[src/rtl/load_store_unit.sv]
// load_store_unit: sequences one RV32I load/store at a time into a negedge-clocked,
// big-endian, byte-addressed data memory and returns the extended load result.
// Latency: legal access done 2 cycles after accept, illegal request done 1 cycle after accept.
// Backpressure: busy is high in ACCESS and DONE; req_valid seen while busy is dropped, not queued.
// Optional feature macro: LSU_MISALIGN_TRAP_EN (misaligned half/word become illegal requests).
module load_store_unit #(
  parameter int ADDR_W = 32,
  parameter int DATA_W = 32
) (
  input  logic              clk,
  input  logic              reset_n,
  input  logic              req_valid,
  input  logic              req_store,
  input  logic [2:0]        req_funct3,
  input  logic [ADDR_W-1:0] req_addr,
  input  logic [DATA_W-1:0] req_wdata,
  output logic              busy,
  output logic              done,
  output logic              err,
  output logic [DATA_W-1:0] load_data,
  output logic [ADDR_W-1:0] mem_addr,
  output logic [DATA_W-1:0] mem_wdata,
  output logic              mem_read,
  output logic [1:0]        mem_write_mode,
  input  logic [DATA_W-1:0] mem_rdata
);

  typedef enum logic [1:0] {
    IDLE   = 2'd0,
    ACCESS = 2'd1,
    DONE   = 2'd2
  } state_t;

  state_t state;
  state_t state_nxt;

  logic              op_store;
  logic [2:0]        op_funct3;
  logic [ADDR_W-1:0] op_addr;
  logic [DATA_W-1:0] op_wdata;
  logic              err_q;
  logic [DATA_W-1:0] load_data_q;
  logic              req_legal;
  logic              accept;
  logic [DATA_W-1:0] load_ext;

  assign accept    = (state == IDLE) && req_valid;
  assign busy      = (state != IDLE);
  assign done      = (state == DONE);
  assign err       = err_q;
  assign load_data = load_data_q;

  // Decide whether the presented request is legal (funct3, optionally alignment).
  always_comb begin
    req_legal = 1'b0;
    if (req_store) begin
      req_legal = (req_funct3 == 3'b000) || (req_funct3 == 3'b001) || (req_funct3 == 3'b010);
    end else begin
      case (req_funct3)
        3'b000, 3'b001, 3'b010, 3'b100, 3'b101: req_legal = 1'b1;
        default:                                req_legal = 1'b0;
      endcase
    end
`ifdef LSU_MISALIGN_TRAP_EN
    // funct3[1:0] = 01 is any halfword op, 10 is any word op.
    if ((req_funct3[1:0] == 2'b01 && req_addr[0]) ||
        (req_funct3[1:0] == 2'b10 && req_addr[1:0] != 2'b00)) begin
      req_legal = 1'b0;
    end
`endif
  end

  // Extend the captured read data; byte/half live in the top lanes (big-endian).
  always_comb begin
    load_ext = '0;
    if (!op_store) begin
      case (op_funct3)
        3'b000:  load_ext = {{(DATA_W-8){mem_rdata[DATA_W-1]}},  mem_rdata[DATA_W-1 -: 8]};
        3'b001:  load_ext = {{(DATA_W-16){mem_rdata[DATA_W-1]}}, mem_rdata[DATA_W-1 -: 16]};
        3'b010:  load_ext = mem_rdata;
        3'b100:  load_ext = {{(DATA_W-8){1'b0}},  mem_rdata[DATA_W-1 -: 8]};
        3'b101:  load_ext = {{(DATA_W-16){1'b0}}, mem_rdata[DATA_W-1 -: 16]};
        default: load_ext = '0;
      endcase
    end
  end

  // State register; reset drops straight to IDLE so memory controls fall asynchronously.
  always_ff @(posedge clk or negedge reset_n) begin
    if (!reset_n) begin
      state <= IDLE;
    end else begin
      state <= state_nxt;
    end
  end

  // Next state and memory controls; controls are only non-zero during ACCESS.
  always_comb begin
    state_nxt      = state;
    mem_addr       = '0;
    mem_wdata      = '0;
    mem_read       = 1'b0;
    mem_write_mode = 2'b00;
    case (state)
      IDLE: begin
        if (req_valid) begin
          state_nxt = req_legal ? ACCESS : DONE;
        end
      end
      ACCESS: begin
        mem_addr  = op_addr;
        mem_wdata = op_wdata;
        if (op_store) begin
          case (op_funct3)
            3'b000:  mem_write_mode = 2'b01;
            3'b001:  mem_write_mode = 2'b10;
            3'b010:  mem_write_mode = 2'b11;
            default: mem_write_mode = 2'b00;
          endcase
        end else begin
          mem_read = 1'b1;
        end
        state_nxt = DONE;
      end
      DONE:    state_nxt = IDLE;
      default: state_nxt = IDLE;
    endcase
  end

  // Latch the request on accept and produce the result/error that is shown with done.
  always_ff @(posedge clk or negedge reset_n) begin
    if (!reset_n) begin
      op_store    <= 1'b0;
      op_funct3   <= 3'b000;
      op_addr     <= '0;
      op_wdata    <= '0;
      err_q       <= 1'b0;
      load_data_q <= '0;
    end else begin
      if (accept) begin
        op_store  <= req_store;
        op_funct3 <= req_funct3;
        op_addr   <= req_addr;
        op_wdata  <= req_wdata;
        if (!req_legal) begin
          err_q       <= 1'b1;
          load_data_q <= '0;
        end
      end
      if (state == ACCESS) begin
        err_q       <= 1'b0;
        load_data_q <= load_ext;
      end
    end
  end

endmodule

[config.mk]
export PLATFORM = sky130hd
export DESIGN_NAME = load_store_unit
export DESIGN_NICKNAME = d
export VERILOG_FILES = /design/src/rtl/load_store_unit.sv
export SDC_FILE = /design/constraint.sdc
export NUM_CORES = 1
export LEC_CHECK = 0
export CORE_UTILIZATION = 43
export DETAILED_ROUTE_END_ITERATION = 16
export MAX_ROUTING_LAYER = met4
export PLACE_DENSITY = 0.78
export REMOVE_ABC_BUFFERS = 1
export SLEW_MARGIN = 5
export SYNTH_ARGS = -nofsm -noshare
export SYNTH_HDL_FRONTEND = slang
export SYNTH_SLANG_ARGS = --single-unit
[constraint.sdc]
create_clock -name clk -period 1.8 [get_ports clk]
set_clock_uncertainty 0.15 [all_clocks]
set_input_delay 0.36 -clock clk [delete_from_list [all_inputs] [get_ports clk]]
set_output_delay 0.36 -clock clk [all_outputs]
set_load 0.02 [all_outputs]
==> results.txt <==
----------------------------------------------------
[Power and ir drop]
  Flop pwr share ... 42.8%
  Logic gate share of total power ... 37.3%
  Switching power ... 0.00223 W
  Max VDD drop ... 0.459 mV
  Fraction of power consumed by the clock network ... 19.9%
  Proportion of total power due to net switching ... 31.5%
  Final Total Pwr ... 0.00708 W
  Internal cell power ... 0.00485 W
  Leak pwr ... 3.85 nW
  Power density over cell area ... 868 mW/mm^2

[Floorplan]
  Number of ports placed on the die boundary ... 205
  Number of rows created at floorplan ... 38
  Y dimension of the die ... 108 um
  Core outline area ... 0.0108 mm^2
  Width of the die ... 108 um
  Die footprint ... 0.0116 mm^2
  Effective utilization at floorplan ... 44.2%

[Timing]
  Slew Limit Headroom ... 56.8%
  Endpoints failing hold ... 0
  Final Critical Period ... 2080 ps
  Transition time at the pin with the least slew margin ... 647 ps
  Setup repair after global routing missed its margin ... true
  Sum of negative setup slack ... -27090 ps
  Worst hold slack ... 162 ps
  Final Slew Violations ... 0
  Setup-violating endpoint count in the final report ... 138
  Crit path setup slack, layout ... -282 ps
  Fin crit share ... 116%
  Highest attainable clock frequency ... 480 MHz

[Flow run]
  Number of max-cap violations ... 0

[Run status]
  Failing checks ... negative setup slack
  Outcome ... finished with violations

[Worst setup path]
  Worst-path cell chain ... nor2b_4 > buf_6 > clkbuf_16 > and2_4 > buf_6
  Crit Reg-Reg Startpoint ... state[1]$_DFFE_PN0P_
  Worst path bufs/invs ... 3
  Register-to-Register Path Depth ... 7
  Cell type group with the largest total delay on the critical path ... flip-flops
  R2R setup slack ... -240 ps
  Dominant cell type by count on the critical path ... buf_6
  Worst Path Arrival ... 1570 ps
  Endpoint of the most critical register-to-register path ... op_funct3[1]$_DFFE_PN0P_
  Endpoint type of the worst setup path ... output port
  Maximum fanout encountered on the critical timing path ... 5
  Peak per-stage delay on the critical path ... 430 ps
  Critical path class ... reg -> out
  Critical Path Slowest Stage Cell ... dfrtp_1
  Critical path startpoint category ... flip-flop
  Endpoint required time on the critical path ... 1290 ps
  Cell depth of the worst setup path ... 5

[Placed design]
  Half-perimeter wire length of the detailed placement result ... 9940 um
  Count of buffers from port buffering ... 204
  Final GP Congestion ... 0.894
  Instance count after placement with tap cells included ... 737
  Pre-CTS setup slack ... -269 ps

[Finish]
  Area used by multi-input combinational logic ... 0.00229 mm^2
  Fraction of final layout cells sized beyond drive strength 1 ... 40.3%
  Count of filler cells inserted in the layout ... 711
  Area of all sequential standard cells ... 0.00258 mm^2
  # nets final ... 740
  Growth of design area from synthesis to finish ... 70.0%
  Count of placed standard cells in the final layout, fillers left out ... 783

[Synthesis]
  Area share of the leading cell type in the synthesized netlist ... 53.8%
  Post-synthesis mux area share ... 17.4%
  Largest family of logic cells by synthesized area ... multiplexers
  Register bit count reported by yosys ... 103
  Main flop type after synthesis ... dfrtp_1
  Async set or reset register ratio after synthesis ... 100%
  Most used standard cell by instance count after synthesis ... dfrtp_1
  Synth Area per Inst ... 12.2 um^2
  Compound-gate portion of the synthesized area ... 12.8%
  Area of the mapped netlist ... 0.00479 mm^2
  Yosys warning count ... 0
  Sequential fraction of the synthesis area ... 53.8%
  Commonest cells post-synth ... dfrtp_1, mux2_2, and2_1
  Fraction of the mapped netlist area in simple logic gates ... 11.6%
  Number of flops mapped to enable cells by yosys ... 0
  Number of unique standard cell types used by synthesis ... 30
  Area contributors post-synth ... dfrtp_1, mux2_2, and2_1
  Adder-Cell Fraction of Synth Area ... 0%
  XOR/XNOR share of the synthesized area ... 0.183%
  Number of instances in the synthesized netlist ... 392
  Cell taking the most area after synthesis ... dfrtp_1

[Clock network]
  Max Buffers Root-to-Sink ... 2
  Inserted Clock Buffers ... 9
  Count of clock tree sinks ... 103
  Clock edge transition at the registers on the reported setup and hold paths ... 90 ps
  Clock tree from TritonCTS ... built
  Master cell of the clock root buffer ... clkbuf_8
  Total number of H-tree levels ... 3
  Clock latency reported for the late side of the worst-skew pair ... 370 ps

[Route]
  Vias after detailed routing ... 4143
  Sum of routed wire length over all layers ... 16300 um
  Average vias per placed instance ... 5.29
  Routed WL per cell ... 20.8 um
  Remaining antenna violation count ... 0
  Number of detailed-routing iterations run before antenna repair ... 5
  Starting DRT DRC Count ... 224
  DRC violations left ... 0

[Global routing]
  GR Util All Layers ... 26.7%
  Final global-route overflow total ... 0
  Largest net degree at the start of global routing ... 67
  Via count of the first global-routing pass ... 4081
  Initial antenna violation count ... 1
  First-pass GRT wire length ... 22300 um

[Min path]
  Hold WC Path Type ... in -> async

----------------------------------------------------
routing by layer:
metal,vias to the layer above,global-route usage (%),wire length (um)
met3,35,4.90,854
li1,1864,-,-
met2,178,45.7,8690
met5,-,-,0
met1,2066,31.3,6330
met4,0,10.5,432
power groups by stage:
| stage | Clock, W | Combinational, W | Sequential, W |
|---|---|---|---|
| 6_report | 0.00141 | 0.00264 | 0.00303 |
| 2_1_floorplan | 0 | 0.000985 | 0.00310 |
| 3_5_place_dp | 0 | 0.00216 | 0.00303 |
| 4_1_cts | 0.00143 | 0.00236 | 0.00299 |
| 5_1_grt | 0.00153 | 0.00279 | 0.00307 |
| 3_3_place_gp | 0 | 0.00211 | 0.00300 |
flip-flops by register name, summed over array words and instances, names as in the netlist:
name / count
load_data: 32
op_addr: 32
op_wdata: 32
op_funct3: 3
state: 2
err: 1
op_store: 1
worst reg2reg max path, delay by kind of cell (launching register included):
family                 cells  cell delay (ps)
AND/OR/NAND/NOR            2              380
flip-flops                 1              430
buffers and inverters      4              630
multiplexers               1              340
what timing repair did:
| item | 4_1_cts | 5_1_grt |
|---|---|---|
| gates resized for setup | 464 | 84 |
| pin swaps | 1 | 16 |
| hold buffers | 1 | 0 |
| endpoints found under the setup margin | 186 | 152 |
| gates cloned | 6 | 9 |
| buffers inserted | 9 | 10 |
| endpoints found under the hold margin | 103 | 0 |
layout by cell type (no fill, tap or decap), types with 4 or more instances in the layout:
master | synthesis | final
and2_1 | 64 | 32
mux2_4 | 0 | 33
dlygate4sd2_1 | 0 | 33
buf_12 | 0 | 8
a22o_1 | 7 | 7
clkbuf_8 | 0 | 12
nor2b_1 | 12 | 10
clkbuf_16 | 0 | 7
mux2_2 | 68 | 35
buf_6 | 2 | 75
o21ai_0 | 9 | 9
mux2i_1 | 7 | 7
buf_16 | 0 | 4
inv_1 | 10 | 10
dfrtp_1 | 103 | 103
buf_4 | 4 | 33
a21oi_1 | 18 | 18
nor2_4 | 0 | 4
and2_4 | 0 | 32
o2bb2ai_1 | 24 | 24
clkdlybuf4s50_1 | 0 | 101
a32o_1 | 5 | 5
a211o_1 | 10 | 10
worst max path at each step:
stage,from,end,slack [ps]
global route,state[1]$_DFFE_PN0P_,mem_wdata[21],-340
detailed placement,req_valid,op_wdata[7]$_DFFE_PN0P_,-270
CTS,state[1]$_DFFE_PN0P_,mem_addr[0],-270
finish,state[1]$_DFFE_PN0P_,mem_addr[19],-280
floorplan,state[0]$_DFFE_PN0P_,load_data[16]$_DFFE_PN0P_,-1270
global placement,state[1]$_DFFE_PN0P_,mem_addr[3],-250
logic make-up after synthesis:
family / after synthesis
muxes: 75
xor gates and xnor gates: 1
buffers and inverters: 42
and+or+nand+nor: 92
DFF: 103
AOI/OAI and AO/OA: 79
through the flow:
step / cell area [um^2] / utilization, %
after CTS: 7690 / 71.0
after global routing: 8150 / 75.2
after floorplan: 4630 / -
after detailed placement: 7170 / 66.1
after global placement: 7170 / 66.1
final: 8150 / 75.2
area by class of cell:
cell class	instances	share of cell area [%]
flip-flops and latches	103	31.6
diodes	1	0.0307
multi-input cells	247	28.0
clock buffers	14	2.12
clock inverters	2	0.169
inverters	10	0.460
repair buffers	266	35.4
well taps	140	2.15
(Power assumes the default switching activity.)
